`src/rtl/ctrl_pkg_r32i.sv`:
```
// Shared control definitions for the RV32I multi-cycle core: sequencer state
// encoding and the memory address mux select values used by the datapath.
package ctrl_pkg_r32i;

    typedef enum logic [2:0] {
        ST_RESET   = 3'd0,
        ST_FETCH   = 3'd1,
        ST_DECODE  = 3'd2,
        ST_EXECUTE = 3'd3,
        ST_MEM     = 3'd4,
        ST_WB      = 3'd5,
        ST_HALT    = 3'd6,
        ST_FAULT   = 3'd7
    } seq_state_t;

    localparam logic MEM_SEL_PC  = 1'b0;
    localparam logic MEM_SEL_ALU = 1'b1;

endpackage

```
`src/rtl/mem_wait_timer.sv`:
```
// Counts memory wait cycles for one access; expired flags that the allowed
// number of waits has been used up. MEM_TIMEOUT = 0 never expires.
module mem_wait_timer #(
    parameter int MEM_TIMEOUT = 255
) (
    input  logic clk,
    input  logic rst_n,
    input  logic clear,
    input  logic count,
    output logic expired
);

    localparam int CW = (MEM_TIMEOUT > 0) ? $clog2(MEM_TIMEOUT + 1) : 1;
    localparam logic [CW-1:0] LIMIT = CW'(MEM_TIMEOUT);

    logic [CW-1:0] cnt_q, cnt_d;

    // Saturates at the limit so a held expiry cannot wrap back to zero.
    always_comb begin
        cnt_d = cnt_q;
        if (clear) begin
            cnt_d = '0;
        end else if (count && (cnt_q != LIMIT)) begin
            cnt_d = cnt_q + CW'(1);
        end
    end

    always_ff @(posedge clk or negedge rst_n) begin
        if (!rst_n) begin
            cnt_q <= '0;
        end else begin
            cnt_q <= cnt_d;
        end
    end

    assign expired = (MEM_TIMEOUT > 0) && (cnt_q == LIMIT);

endmodule

```
`src/rtl/sequencer_r32i.sv`:
```
// Multi-cycle RV32I control sequencer: fetch/decode/execute/mem/writeback with
// halt/run control, memory timeout fault and a retired-instruction counter.
module sequencer_r32i
    import ctrl_pkg_r32i::*;
#(
    parameter int dataW       = 32,
    parameter int MEM_TIMEOUT = 255
) (
    input  logic             clk,
    input  logic             nReset,
    input  logic             RegWriteControl,
    input  logic             LinkAddrWrite,
    input  logic             TestBranch,
    input  logic             AlwaysBranch,
    input  logic             AbsoluteBranch,
    input  logic             RAMRead,
    input  logic             RAMWrite,
    input  logic             BranchTaken,
    input  logic             MemReady,
    input  logic             Halt,
    input  logic             Run,
    output logic             IRLoad,
    output logic             MemReq,
    output logic             MemWE,
    output logic             MemAddrSel,
    output logic             RegWE,
    output logic             LinkSel,
    output logic             PCUpdate,
    output logic             PCBranch,
    output logic             PCAbs,
    output logic             Halted,
    output logic             Fault,
    output logic [dataW-1:0] RetiredCount
);

    seq_state_t       state_q, state_d;
    logic             br_taken_q, br_taken_d;
    logic [dataW-1:0] retired_q, retired_d;
    logic             wait_expired;

    mem_wait_timer #(
        .MEM_TIMEOUT(MEM_TIMEOUT)
    ) u_wait (
        .clk    (clk),
        .rst_n  (nReset),
        .clear  ((state_q != ST_FETCH) && (state_q != ST_MEM)),
        .count  (!MemReady),
        .expired(wait_expired)
    );

    always_comb begin
        state_d    = state_q;
        br_taken_d = br_taken_q;
        retired_d  = retired_q;
        IRLoad     = 1'b0;
        MemReq     = 1'b0;
        MemWE      = 1'b0;
        MemAddrSel = MEM_SEL_PC;
        RegWE      = 1'b0;
        LinkSel    = 1'b0;
        PCUpdate   = 1'b0;
        PCBranch   = 1'b0;
        PCAbs      = 1'b0;
        Halted     = 1'b0;
        Fault      = 1'b0;
        case (state_q)
            ST_RESET: state_d = ST_FETCH;
            ST_FETCH: begin
                MemReq = 1'b1;
                IRLoad = MemReady;
                if (MemReady)          state_d = ST_DECODE;
                else if (wait_expired) state_d = ST_FAULT;
            end
            ST_DECODE: state_d = ST_EXECUTE;
            ST_EXECUTE: begin
                br_taken_d = AlwaysBranch | (TestBranch & BranchTaken);
                state_d    = (RAMWrite | RAMRead) ? ST_MEM : ST_WB;
            end
            ST_MEM: begin
                // A store is decoded with both RAM flags set; write wins.
                MemReq     = 1'b1;
                MemAddrSel = MEM_SEL_ALU;
                MemWE      = RAMWrite;
                if (MemReady)          state_d = ST_WB;
                else if (wait_expired) state_d = ST_FAULT;
            end
            ST_WB: begin
                RegWE     = RegWriteControl;
                LinkSel   = LinkAddrWrite;
                PCUpdate  = 1'b1;
                PCBranch  = br_taken_q;
                PCAbs     = AbsoluteBranch & br_taken_q;
                retired_d = retired_q + dataW'(1);
                state_d   = Halt ? ST_HALT : ST_FETCH;
            end
            ST_HALT: begin
                Halted = 1'b1;
                if (Run) state_d = ST_FETCH;
            end
            ST_FAULT: Fault = 1'b1;
            default:  state_d = ST_RESET;
        endcase
    end

    always_ff @(posedge clk or negedge nReset) begin
        if (!nReset) begin
            state_q    <= ST_RESET;
            br_taken_q <= 1'b0;
            retired_q  <= '0;
        end else begin
            state_q    <= state_d;
            br_taken_q <= br_taken_d;
            retired_q  <= retired_d;
        end
    end

    assign RetiredCount = retired_q;

endmodule

```
`config.mk`:
```
export PLATFORM = sky130hd
export DESIGN_NAME = sequencer_r32i
export DESIGN_NICKNAME = d
export VERILOG_FILES = /design/src/rtl/ctrl_pkg_r32i.sv /design/src/rtl/mem_wait_timer.sv /design/src/rtl/sequencer_r32i.sv
export SDC_FILE = /design/constraint.sdc
export NUM_CORES = 1
export LEC_CHECK = 0
export CELL_PAD_IN_SITES_DETAIL_PLACEMENT = 0
export CELL_PAD_IN_SITES_GLOBAL_PLACEMENT = 1
export CORE_ASPECT_RATIO = 1.5
export CORE_MARGIN = 4
export CORE_UTILIZATION = 39
export CTS_BUF_LIST = sky130_fd_sc_hd__clkbuf_8
export CTS_CLUSTER_DIAMETER = 150
export DETAILED_ROUTE_END_ITERATION = 7
export GPL_TIMING_DRIVEN = 0
export PLACE_DENSITY_LB_ADDON = 0.2
export SLEW_MARGIN = 20
export SYNTH_ARGS = -nofsm -noshare
export SYNTH_HDL_FRONTEND = slang
export SYNTH_SLANG_ARGS = --single-unit
```
`constraint.sdc`:
```
create_clock -name clk -period 1.9 [get_ports clk]
set_input_delay 0.19 -clock clk [delete_from_list [all_inputs] [get_ports clk]]
set_output_delay 0.19 -clock clk [all_outputs]
set_load 0.01 [all_outputs]
```
Yosys cells after proc, flatten, opt, wreduce, memory -nomap -nowiden:

Cells that the tools add are included.

* $add $sub $neg: 2
* equality and inequality tests: 12
* mux-type cells: 20
* bitwise logic cells: 4
* reductions and logical operators: 8

Operator list (count)
* adder 32 x 1 -> 32 bit (second input constant): 1
* case mux 3 bit (7 select lines): 1
* 2-to-1 mux 8 bit: 2
* 2-to-1 mux 3 bit: 5
* equality test 3 bit (second input constant): 4
* 2-to-1 mux 1 bit: 12
* adder 8 x 1 -> 8 bit (second input constant): 1
* equality test 8 bit (second input constant): 1
* != test 8 bit (second input constant): 1
* nonzero test 7 bit: 1
* equality test 3 x 2 -> 1 bit (second input constant): 2
* equality test 3 x 1 -> 1 bit (second input constant): 1
* logical NOT 3 bit: 1
* != test 3 x 1 -> 1 bit (second input constant): 1
* != test 3 bit (second input constant): 1
* bitwise AND 1 bit: 2
* logical AND 1 bit: 2
* != test 2 bit (second input constant): 1
* OR 1 bit: 2
* AND reduction 2 bit: 1
* nonzero test 2 bit: 1
* OR reduction 2 bit: 1
* logical NOT 1 bit: 1

* register bits: 44
* input port bits: 13
* output and inout port bits: 43
* word-level logic and storage cells: 50

Logic depth before layout (Yosys ltp):

* depth after elaboration: 4
* depth in mapped cells: 6
* mapped depth without buffers: 5

Cells and area by module:

A second synthesis with hierarchy kept.

* cell total of the unflattened synthesis: 226
* area total of the unflattened synthesis: 2334.7 µm²

By module, submodules not included
* sequencer_r32i: instances 1, cells each 179, area each 1860.5 µm², sequential area each 900.9 µm²
* mem_wait_timer: instances 1, cells each 47, area each 474.2 µm², sequential area each 200.2 µm²

Least setup slack after synthesis:

No wires, ideal clock.

* path kind: register -> register
* start: register u_wait.cnt_q[0]
* end: register u_wait.cnt_q[2]
* setup time: 120 ps
* arrival: 1572 ps
* required time: 1780 ps
* setup slack: 207 ps
* cell stages (with the launch flop): 7
* path buffers: 1
* clock period less this slack: 1693 ps
* path through: dfrtp_1 > ha_1 > and3_1 > clkbuf_1 > a21oi_1 > a211oi_1 > a41o_1

* cells in the longest elaborated chain, start to end: 3
* elaborated cells on any way between the ends: 6
* classes of those cells: 1 x add/sub; 1 x eq/ne; 2 x mux; 2 x reduce/logical

RTL lines
* start, declared: line mem_wait_timer.sv:16 `logic [CW-1:0] cnt_q, cnt_d;`
* start signal, assigned: line mem_wait_timer.sv:32 `cnt_q <= cnt_d;`
* adder 8 x 1 -> 8 bit / != test 8 bit (equally long branches): line mem_wait_timer.sv:24, mem_wait_timer.sv:23
* 2-to-1 mux 8 bit / logical AND 1 bit (equally long branches): line mem_wait_timer.sv:23 `end else if (count && (cnt_q != LIMIT)) begin`
* 2-to-1 mux 8 bit / nonzero test 2 bit (equally long branches)

Parallel ways exist; a longest one is shown, timed or not. The select of a mux whose other input is x is not followed.
A chain may end at the register's enable or synchronous reset.

Worst setup path after layout:

* start: register state_q[1]
* end: output PCUpdate

* cells in the longest elaborated chain, start to end: 2

RTL lines
* start, declared: line sequencer_r32i.sv:36 `seq_state_t state_q, state_d;`
* start signal, assigned: line sequencer_r32i.sv:111 `state_q <= state_d;`
* equality test 3 bit: line sequencer_r32i.sv:66 `case (state_q)`
* 2-to-1 mux 1 bit: line sequencer_r32i.sv:66
* end, declared: line sequencer_r32i.sv:28 `output logic PCUpdate,`

Every way passes these cells.

==> impl_metrics.yaml <==
setup_path:
  cp.arrival_ns: 1.63
  start_kind: "register"
  cp_max_fo: 10
  crit_path_max_incr_delay_ns: 0.53
  cp_top_family: "buffers and inverters"
  worstPathCellList: "and3b_2 -> buf_6 -> clkdlybuf4s50_1"
  crit_required_ns: 1.71
  slowest_stage: "clkdlybuf4s50_1"
  worstSetupPathType: "register to output pin"
  critPathBufInv: 2
  critPathCaptureType: "output pin"
sta:
  finalSetupViolations: 0
  drv_slew: 0
  finClkSkew_ns: 0.00809
  layout_min_cycle_time_ns: 1.82
  whs_ns: 0.410
  worst_slew_pin_slew_ns: 0.571
  final.setup.tns_ns: 0
  slew_headroom: 0.620
  period_share: 0.959
  rsz0062_at_grt: "no"
  fmax_mhz: 549
  hold_viol_final: 0
status:
  outcome: "complete, no violations"
cts:
  clk_pin_slew_ns: 0.09
  clk_path_buf_depth: 2
  clkSinkCount: 44
  cts_max_level: 2
  worstSkewPairLatency_ns: 0.30
  cts_tree: "built"
  cts_buffers: 5
  cts_root_buf: "clkbuf_8"
place:
  dp_hpwl_mm: 3.89
  gp_congestion: 0.754
  io_buffer_count: 55
floorplanning:
  die_x_microns: 70.7
  start_util: 0.398
  fp.coreArea_sq_mm: 0.00579
  dieArea_sq_mm: 0.00722
  num_rows: 34
  die_y_microns: 102
  io-pin-count: 56
drt:
  dr.pass1.iters: 4
  viasPerCell: 5.15
  wire_per_inst_microns: 14.3
  ant_nets: 0
  drcViolationCount: 0
  wl_mm: 5.20
  num_vias: 1873
  dr.first_iter.drc_count: 46
yosys:
  synthCells: 223
  ys_ff_latch: 44
  syn-num-nets: 238
  seq_area_frac_synth: 0.478
  yosysWarningCount: 0
  synth_top_area_frac: 0.478
  synth.top_cells.by_area: "dfrtp_1 48%, xnor2_1 11%, nand3_1 3.3%"
  synth_area_leader_cell: "dfrtp_1"
  syn_area_sq_mm: 0.00230
  synth.distinct_cells: 42
  postSynthAreaPerCell_sq_um: 10.3
layout:
  layout_commonest_cell: "clkdlybuf4s50_1"
  n_antenna_cell: 0
  area_growth_syn_to_layout_pct: 37.9
  final_cell_mix: "46 x clkdlybuf4s50_1, 43 x dfrtp_1, 28 x xnor2_1"
  nets: 306
  final_util: 0.549
  final_layout_size_suffix_gt1_frac: 0.134
  num-fill-cells: 563
flow_run:
  cap_violations: 0
worst_hold_path:
  hold_class: "primary input to asynchronous set/reset pin"
global_route:
  grt-ovfl-total: 0
  grt_max_degree: 24
  grt_pass1_vias: 1881
  grt_usage: 0.152
  grt_antenna_before_repair: 0
  grt_pass1_wl_mm: 8.91
pwr:
  ir_drop_mv: 0.568
  leakagePower_nw: 1.42
  power_density_mw_per_mm2: 908
## path summary, 6_finish.rpt
check | from | endpoint | slack [ns] | depth (start not counted)
worst min register to register | RetiredCount[31]$_DFFE_PN0N_ | RetiredCount[31]$_DFFE_PN0N_ | 0.47 | 1
worst min-delay path | nReset | RetiredCount[23]$_DFFE_PN0N_ | 0.41 | 2
worst max register to register | state_q[1]$_DFFE_PN0P_ | RetiredCount[30]$_DFFE_PN0N_ | 0.21 | 6
min in group clk | RetiredCount[31]$_DFFE_PN0N_ | RetiredCount[31]$_DFFE_PN0N_ | 0.47 | 1
max in group asynchronous | nReset | state_q[1]$_DFFE_PN0P_ | 0.96 | 3
worst max-delay path | state_q[1]$_DFFE_PN0P_ | PCUpdate | 0.08 | 3
## report_power, final
part / internal (mW) / switching [mW] / leakage, nW
registers: 1.05 / 0.122 / 0.596
clock network: 0.385 / 0.323 / 0.0593
logic: 0.535 / 0.469 / 0.765
total: 1.97 / 0.915 / 1.42
## synthesized netlist by cell type
master / n
o21ai_0: 5
mux2_2: 2
a311oi_1: 1
o211ai_1: 1
o41ai_1: 1
nand2b_1: 1
xnor2_1: 28
nor2_1: 14
dfrtp_1: 44
o21bai_2: 1
a21oi_1: 9
nand4_2: 1
a211oi_1: 3
nand4b_1: 1
buf_6: 1
xor2_1: 7
a31oi_1: 1
nor4_4: 2
or3_2: 1
buf_2: 1
nand4_1: 11
and4_1: 4
and3b_1: 1
nor3_2: 5
a41o_1: 1
nor2b_1: 4
inv_1: 11
clkbuf_1: 5
and2_1: 5
or4_1: 1
a21o_1: 1
nand2_1: 12
ha_1: 2
mux2i_1: 1
nand4_4: 1
nor4_1: 2
nor3_1: 2
or3_1: 2
nor3b_1: 2
and3_1: 9
buf_1: 1
nand3_1: 15
## cell type report
class,count,area (sq um),area share
Sequential cell,44,1100,0.347
Timing Repair Buffer,62,614,0.194
Inverter,11,41.3,0.0130
Clock buffer,5,68.8,0.0217
Clock inverter,3,38.8,0.0122
Tap cell,72,90.1,0.0284
Buffer,7,57.6,0.0181
Multi-Input combinational cell,160,1160,0.366
## flip-flops by register name, indices dropped and copies added (netlist names)
signal        flops
RetiredCount     32
state_q           3
u_wait.cnt_q      8
br_taken_q        1
## timing repair
action	in CTS	in global routing
hold buffers	1	0
gates resized for setup	25	4
hold endpoints to repair	21	0
buffers inserted	4	1
setup endpoints to repair	14	5
pin swaps	1	1
## stage by stage
step / setup WS [ns] / power, mW / cell area (sq um) / instances
final: 0.0786 / 2.88 / 3170 / 364
after global routing: 0.0106 / 3.07 / 3170 / 364
after CTS: 0.00740 / 2.92 / 3160 / 364
after detailed placement: -0.148 / 2.07 / 2970 / 351
after global placement: -0.595 / 2.05 / 2940 / 350
after floorplan: 0.207 / 1.65 / 2300 / 223
## cell families after synthesis
family | synth area share
compound gates | 0.0663
mux | 0.0141
buf+inv | 0.0348
simple gates | 0.262
xor+xnor | 0.133
flops | 0.478
fa+ha+maj | 0.0109
## metal layers
metal  GRT usage  routed length, microns  up-vias  part of all wire
met5           0                       0        -                 0
met4      0.0521                      75        0             0.014
met3      0.0295                     203        6             0.039
met2       0.282                    2850       37              0.55
met1       0.174                    2070      908              0.40
li1            -                       -      922                 -
## worst register-to-register path, stage by stage, from the launching register on
cell and delay (ns):
dfrtp_2 0.43, and3b_2 0.25, buf_4 0.12, and3_1 0.15, clkbuf_1 0.31, nand4_1 0.19
xnor2_1 0.16
No activity file was read; power rests on OpenSTA's default activity.
